File: src/rtl/clint_reg_arb.sv
// Round-robin arbiter and sequencer sharing the CLINT register file (msip, mtimecmp, mtime)
// between several simple register-bus requesters. One transaction is in flight at a time:
// accept in IDLE, decode and touch the register file in ACCESS, hold the response in RESP.
module clint_reg_arb #(
  parameter int unsigned REQ_NUM  = 2,
  parameter int unsigned HART_NUM = 1,
  parameter int unsigned ADDR_W   = 16
) (
  input  logic                       clk,
  input  logic                       rst_n,
  input  logic [REQ_NUM-1:0]         req_valid,
  output logic [REQ_NUM-1:0]         req_ready,
  input  logic [REQ_NUM-1:0]         req_we,
  input  logic [REQ_NUM*ADDR_W-1:0]  req_addr,
  input  logic [REQ_NUM*32-1:0]      req_wdata,
  output logic [REQ_NUM-1:0]         rsp_valid,
  input  logic [REQ_NUM-1:0]         rsp_ready,
  output logic [31:0]                rsp_rdata,
  output logic                       rsp_err,
  output logic                       mtime_l_wen,
  output logic                       mtime_h_wen,
  output logic [HART_NUM-1:0]        mtimecmp_l_wen,
  output logic [HART_NUM-1:0]        mtimecmp_h_wen,
  output logic [HART_NUM-1:0]        msip_wen,
  output logic [31:0]                reg_wdata,
  input  logic [63:0]                mtime,
  input  logic [64*HART_NUM-1:0]     mtimecmp,
  input  logic [HART_NUM-1:0]        msip
);

  localparam int unsigned IDX_W = $clog2(REQ_NUM);

  typedef enum logic [1:0] {
    StIdle,
    StAccess,
    StResp
  } state_e;

  state_e            state_q, state_d;
  logic [IDX_W-1:0]  ptr_q;
  logic [IDX_W-1:0]  idx_q;
  logic              we_q;
  logic [ADDR_W-1:0] addr_q;
  logic [31:0]       wdata_q;
  logic [31:0]       rdata_q;
  logic              err_q;

  logic [IDX_W-1:0]  rr_cand;
  logic [IDX_W-1:0]  gnt_idx;
  logic              gnt_found;

  logic [31:0]       word_off;
  logic              hit;
  logic [31:0]       rd_word;
  logic [HART_NUM-1:0] msip_sel;
  logic [HART_NUM-1:0] cmpl_sel;
  logic [HART_NUM-1:0] cmph_sel;
  logic              mtl_sel;
  logic              mth_sel;
  logic              acc_wr;

  // Round-robin search: first valid requester after the last-served pointer, with wrap-around.
  always_comb begin
    gnt_found = 1'b0;
    gnt_idx   = '0;
    rr_cand   = '0;
    for (int unsigned k = 1; k <= REQ_NUM; k++) begin
      rr_cand = IDX_W'((32'(ptr_q) + k) % REQ_NUM);
      if (!gnt_found && req_valid[rr_cand]) begin
        gnt_found = 1'b1;
        gnt_idx   = rr_cand;
      end
    end
  end

  // Byte offset with the two low bits dropped; sub-word offsets alias the containing word.
  assign word_off = 32'(addr_q) & 32'hFFFF_FFFC;

  // Address decode of the latched request into register selects and the read-mux word.
  always_comb begin
    hit      = 1'b0;
    rd_word  = '0;
    msip_sel = '0;
    cmpl_sel = '0;
    cmph_sel = '0;
    mtl_sel  = 1'b0;
    mth_sel  = 1'b0;
    for (int unsigned h = 0; h < HART_NUM; h++) begin
      if (word_off == 32'(4 * h)) begin
        hit         = 1'b1;
        msip_sel[h] = 1'b1;
        rd_word     = {31'b0, msip[h]};
      end
      if (word_off == 32'h4000 + 32'(8 * h)) begin
        hit         = 1'b1;
        cmpl_sel[h] = 1'b1;
        rd_word     = mtimecmp[64*h +: 32];
      end
      if (word_off == 32'h4004 + 32'(8 * h)) begin
        hit         = 1'b1;
        cmph_sel[h] = 1'b1;
        rd_word     = mtimecmp[64*h+32 +: 32];
      end
    end
    if (word_off == 32'h0000_BFF8) begin
      hit     = 1'b1;
      mtl_sel = 1'b1;
      rd_word = mtime[31:0];
    end
    if (word_off == 32'h0000_BFFC) begin
      hit     = 1'b1;
      mth_sel = 1'b1;
      rd_word = mtime[63:32];
    end
  end

  // Write pulses exist only during the single ACCESS cycle, so reset drops them at once.
  assign acc_wr         = (state_q == StAccess) && we_q;
  assign msip_wen       = {HART_NUM{acc_wr}} & msip_sel;
  assign mtimecmp_l_wen = {HART_NUM{acc_wr}} & cmpl_sel;
  assign mtimecmp_h_wen = {HART_NUM{acc_wr}} & cmph_sel;
  assign mtime_l_wen    = acc_wr && mtl_sel;
  assign mtime_h_wen    = acc_wr && mth_sel;

  assign reg_wdata = wdata_q;
  assign rsp_rdata = rdata_q;
  assign rsp_err   = err_q;

  // Next-state logic plus the grant and response-valid strobes.
  always_comb begin
    state_d   = state_q;
    req_ready = '0;
    rsp_valid = '0;
    unique case (state_q)
      StIdle: begin
        if (gnt_found) begin
          req_ready[gnt_idx] = 1'b1;
          state_d            = StAccess;
        end
      end
      StAccess: begin
        state_d = StResp;
      end
      StResp: begin
        rsp_valid[idx_q] = 1'b1;
        if (rsp_ready[idx_q]) begin
          state_d = StIdle;
        end
      end
      default: begin
        state_d = StIdle;
      end
    endcase
  end

  // State, request latches, captured response and round-robin pointer.
  always_ff @(posedge clk or negedge rst_n) begin
    if (!rst_n) begin
      state_q <= StIdle;
      ptr_q   <= IDX_W'(REQ_NUM - 1);
      idx_q   <= '0;
      we_q    <= 1'b0;
      addr_q  <= '0;
      wdata_q <= '0;
      rdata_q <= '0;
      err_q   <= 1'b0;
    end else begin
      state_q <= state_d;
      if (state_q == StIdle && gnt_found) begin
        idx_q   <= gnt_idx;
        we_q    <= req_we[gnt_idx];
        addr_q  <= req_addr[gnt_idx*ADDR_W +: ADDR_W];
        wdata_q <= req_wdata[gnt_idx*32 +: 32];
      end
      if (state_q == StAccess) begin
        // Read data is frozen here so later mtime ticks cannot disturb a pending response.
        err_q   <= !hit;
        rdata_q <= (we_q || !hit) ? 32'h0 : rd_word;
      end
      if (state_q == StResp && rsp_ready[idx_q]) begin
        ptr_q <= idx_q;
      end
    end
  end

endmodule

File: config.mk
export PLATFORM = sky130hd
export DESIGN_NAME = clint_reg_arb
export DESIGN_NICKNAME = d
export VERILOG_FILES = /design/src/rtl/clint_reg_arb.sv
export SDC_FILE = /design/constraint.sdc
export NUM_CORES = 1
export LEC_CHECK = 0
export ABC_AREA = 1
export BUFFER_PORTS_ARGS = -buffer_cell sky130_fd_sc_hd__buf_4
export CAP_MARGIN = 5
export CORE_MARGIN = 5
export CORE_UTILIZATION = 25
export DETAILED_ROUTE_END_ITERATION = 10
export PLACE_DENSITY_LB_ADDON = 0.05
export SYNTH_ARGS = -nofsm -noshare
export SYNTH_HDL_FRONTEND = slang
export SYNTH_SLANG_ARGS = --single-unit
File: constraint.sdc
create_clock -name clk -period 1.9 [get_ports clk]
set_clock_uncertainty 0.1 [all_clocks]
set_input_delay 0.285 -clock clk [delete_from_list [all_inputs] [get_ports clk]]
set_output_delay 0.285 -clock clk [all_outputs]
set_load 0.005 [all_outputs]
==> impl_metrics.json <==
{
  "groute.layer.met2.usage": 0.306,
  "first_global_vias": 5753,
  "maxCapViolCount": 0,
  "met1_usage": 0.212,
  "clkLatencyLatePin_ns": 0.34,
  "drive_gt1_frac": 0.456,
  "grt.met3_usage": 0.0635,
  "finalPower_mw": 8.09,
  "area_growth_pct": 69.2,
  "critPathMaxFanout": 4,
  "tritoncts_num_sinks": 84,
  "worstSetupStartpointType": "flip-flop",
  "io_pins": 307,
  "post_synth.cell_area_avg_um2": 7.48,
  "fin_setup_tns_ns": -0.0979,
  "port-buffer-count": 302,
  "placed_cell_area_mm2": 0.00773,
  "power_density_mw_per_mm2": 970,
  "vdd_drop_max_mv": 0.524,
  "grt.total_usage": 0.177,
  "layout_min_cycle_time_ns": 1.94,
  "required_ns": 1.51,
  "outcome": "finished with violations",
  "floorplan.die.height_um": 150,
  "rsz0062_at_grt": "true",
  "largest_cells_by_area_after_synthesis": "sky130_fd_sc_hd__dfrtp_1 (42%), sky130_fd_sc_hd__nand2_1 (17%), sky130_fd_sc_hd__nand3_1 (9.8%)",
  "place.detailed.instances": 1222,
  "power_leakage_nw": 4.05,
  "synthesis.nets": 892,
  "clock_buffers_created_by_tritoncts": 9,
  "drc": 0,
  "path_clk_slew_ns": 0.07,
  "fp.dieArea_mm2": 0.0226,
  "route.antenna.remaining_nets": 0,
  "yosys.cell_types.count": 29,
  "final_hold_viol_count": 0,
  "timing.setup.critical_path_class": "reg -> out",
  "routed_via_density": 4.43,
  "floorplan.initialDensity": 0.253,
  "synth.ff_latch_count": 84,
  "estimated_wirelength_of_the_detail_placed_design_mm": 15.7,
  "drt_iter0_markers": 131,
  "fmax_mhz": 516,
  "setup_slack_ns": -0.0367,
  "post-synth-top-area-cell": "sky130_fd_sc_hd__dfrtp_1",
  "arrival_ns": 1.55,
  "layoutNonFillerInstCount": 1257,
  "grt_antenna_before_repair": 0,
  "tightest_slew_ns": 0.487,
  "floorplan.die.width_um": 150,
  "number_of_nets_in_the_layout": 1219,
  "timing.slew.headroom": 0.673,
  "grt.busiest_layer": "met2",
  "final_cell_area_mm2": 0.00834,
  "post_synthesis_cells": 659,
  "routed_wirelength_mm": 20.5,
  "grt_start_max_net_pins": 35,
  "yosys.area.top_type_share": 0.421,
  "synthesis_warnings": 0,
  "min_period_over_period": 1.02,
  "drtPass1Iterations": 4,
  "synth_seq_area_share": 0.426,
  "finalSetupViolations": 4,
  "grt.overflow.total": 0,
  "min-delay-path-class": "in -> reg",
  "clock_tree.htree_level_count": 3,
  "final_core_utilization": 0.429,
  "pre_cts_slack_ns": 0.0763,
  "grt_first_pass_wirelength_mm": 31.1,
  "cts-root-to-sink-buffers": 2,
  "cts_root_buf": "sky130_fd_sc_hd__clkbuf_16",
  "syn_area_mm2": 0.00493,
  "routabilityCongestion": 0.757,
  "core.rowCount": 51,
  "wire_per_inst_um": 16.3,
  "design.core.area_mm2": 0.0195,
  "routed-via-count": 5569,
  "worstSetupEndpointType": "output port",
  "maxSlewViolCount": 0,
  "clock_tree_from_tritoncts": "built",
  "hold_slack_ns": 0.0409,
  "violated_checks": "negative setup slack"
}
==> layer usage <==
metal / vias to the layer above / wire length [um]
met1: 2525 / 8470
met4: 0 / 162
li1: 2844 / -
met5: - / 0
met3: 10 / 2060
met2: 190 / 9840
==> power breakdown <==
group	total, mW	internal (mW)	switching, mW	leakage [nW]
registers	2.74	2.35	0.395	1.08
logic	3.41	1.56	1.85	2.81
clock network	1.94	1.16	0.774	0.156
==> cell usage after synthesis, drive strengths merged <==
cell type,instances
a21oi,1
o21bai,2
o21ai,63
nand4,7
nand2,227
buf,22
dfstp,1
clkbuf,20
inv,21
nand3,98
o22ai,2
nor2,44
dfrtp,83
or2,30
mux2i,1
nor3,4
o211ai,33
==> worst max-delay path, stage by stage, from the launching register on <==
cell	delay (ns)
sky130_fd_sc_hd__dfrtp_1	0.42
sky130_fd_sc_hd__nor2_1	0.14
sky130_fd_sc_hd__nand2_2	0.10
sky130_fd_sc_hd__nor2_4	0.15
sky130_fd_sc_hd__nand2_2	0.07
sky130_fd_sc_hd__buf_4	0.13
sky130_fd_sc_hd__nor2_2	0.08
sky130_fd_sc_hd__buf_4	0.12
==> area by class of cell <==
type	count	area [um2]
fillers	2034	11100
repair buffers	358	2830
multi-input cells	512	2680
flip-flops and latches	84	2100
well taps	265	332
clock buffers	9	225
clock inverters	7	98.8
inverters	21	78.8
diodes	1	2.50
==> state kept, by name, summed over array words and instances, names as in the netlist <==
register and flops:
reg_wdata 32, rsp_rdata 32, addr_q 14, rsp_err 1, ptr_q 1, we_q 1, state_q 2, idx_q 1
==> logic make-up (layout without fill, tap and decap cells) <==
kind of cell | after synthesis | after routing | share of synthesized area
compound gates | 101 | 101 | 0.144
buf+inv | 63 | 395 | 0.0596
flops | 84 | 84 | 0.426
mux | 1 | 1 | 0.00203
other cells | 0 | 1 | 0
simple gates | 410 | 410 | 0.368
==> final timing paths <==
| kind | start | endpoint | slack [ns] | cells past startpoint |
|---|---|---|---|---|
| max | addr_q[6] | mtimecmp_l_wen | -0.04 | 7 |
| min | req_wdata[61] | reg_wdata[29] | 0.04 | 3 |
| max reg2reg | addr_q[6] | rsp_rdata[11] | 0.01 | 11 |
| min reg2reg | rsp_rdata[12] | rsp_rdata[12] | 0.38 | 2 |
| max in group asynchronous | rst_n | ptr_q | 0.79 | 3 |
| min in group asynchronous | rst_n | rsp_rdata[28] | 0.33 | 2 |
==> placed cells by master, fill, tap and decap left out, types with 2 or more instances in the layout <==
master and n:
sky130_fd_sc_hd__nand3_1 96, sky130_fd_sc_hd__o21ai_0 31, sky130_fd_sc_hd__nor2_2 7, sky130_fd_sc_hd__inv_1 13, sky130_fd_sc_hd__nor3_1 3, sky130_fd_sc_hd__nand2_1 211
sky130_fd_sc_hd__nand2_4 5, sky130_fd_sc_hd__inv_6 2, sky130_fd_sc_hd__o22ai_1 2, sky130_fd_sc_hd__buf_4 343, sky130_fd_sc_hd__buf_12 9, sky130_fd_sc_hd__nand4_1 7
sky130_fd_sc_hd__nor2_4 11, sky130_fd_sc_hd__dfrtp_1 82, sky130_fd_sc_hd__o21ai_2 30, sky130_fd_sc_hd__nand2_2 11, sky130_fd_sc_hd__nor2_1 26, sky130_fd_sc_hd__bufinv_16 2
sky130_fd_sc_hd__or2_0 29, sky130_fd_sc_hd__o21bai_1 2, sky130_fd_sc_hd__o211ai_1 33, sky130_fd_sc_hd__inv_2 8, sky130_fd_sc_hd__clkbuf_16 9, sky130_fd_sc_hd__buf_6 4
==> timing repair <==
action	4_1_cts	5_1_grt
hold buffers	1	0
setup endpoints to repair	7	38
gates cloned	1	0
setup buffers	17	1
pin swaps	17	10
hold endpoints to repair	26	0
gates resized for setup	25	21
No activity file was read; power rests on OpenSTA's default activity.
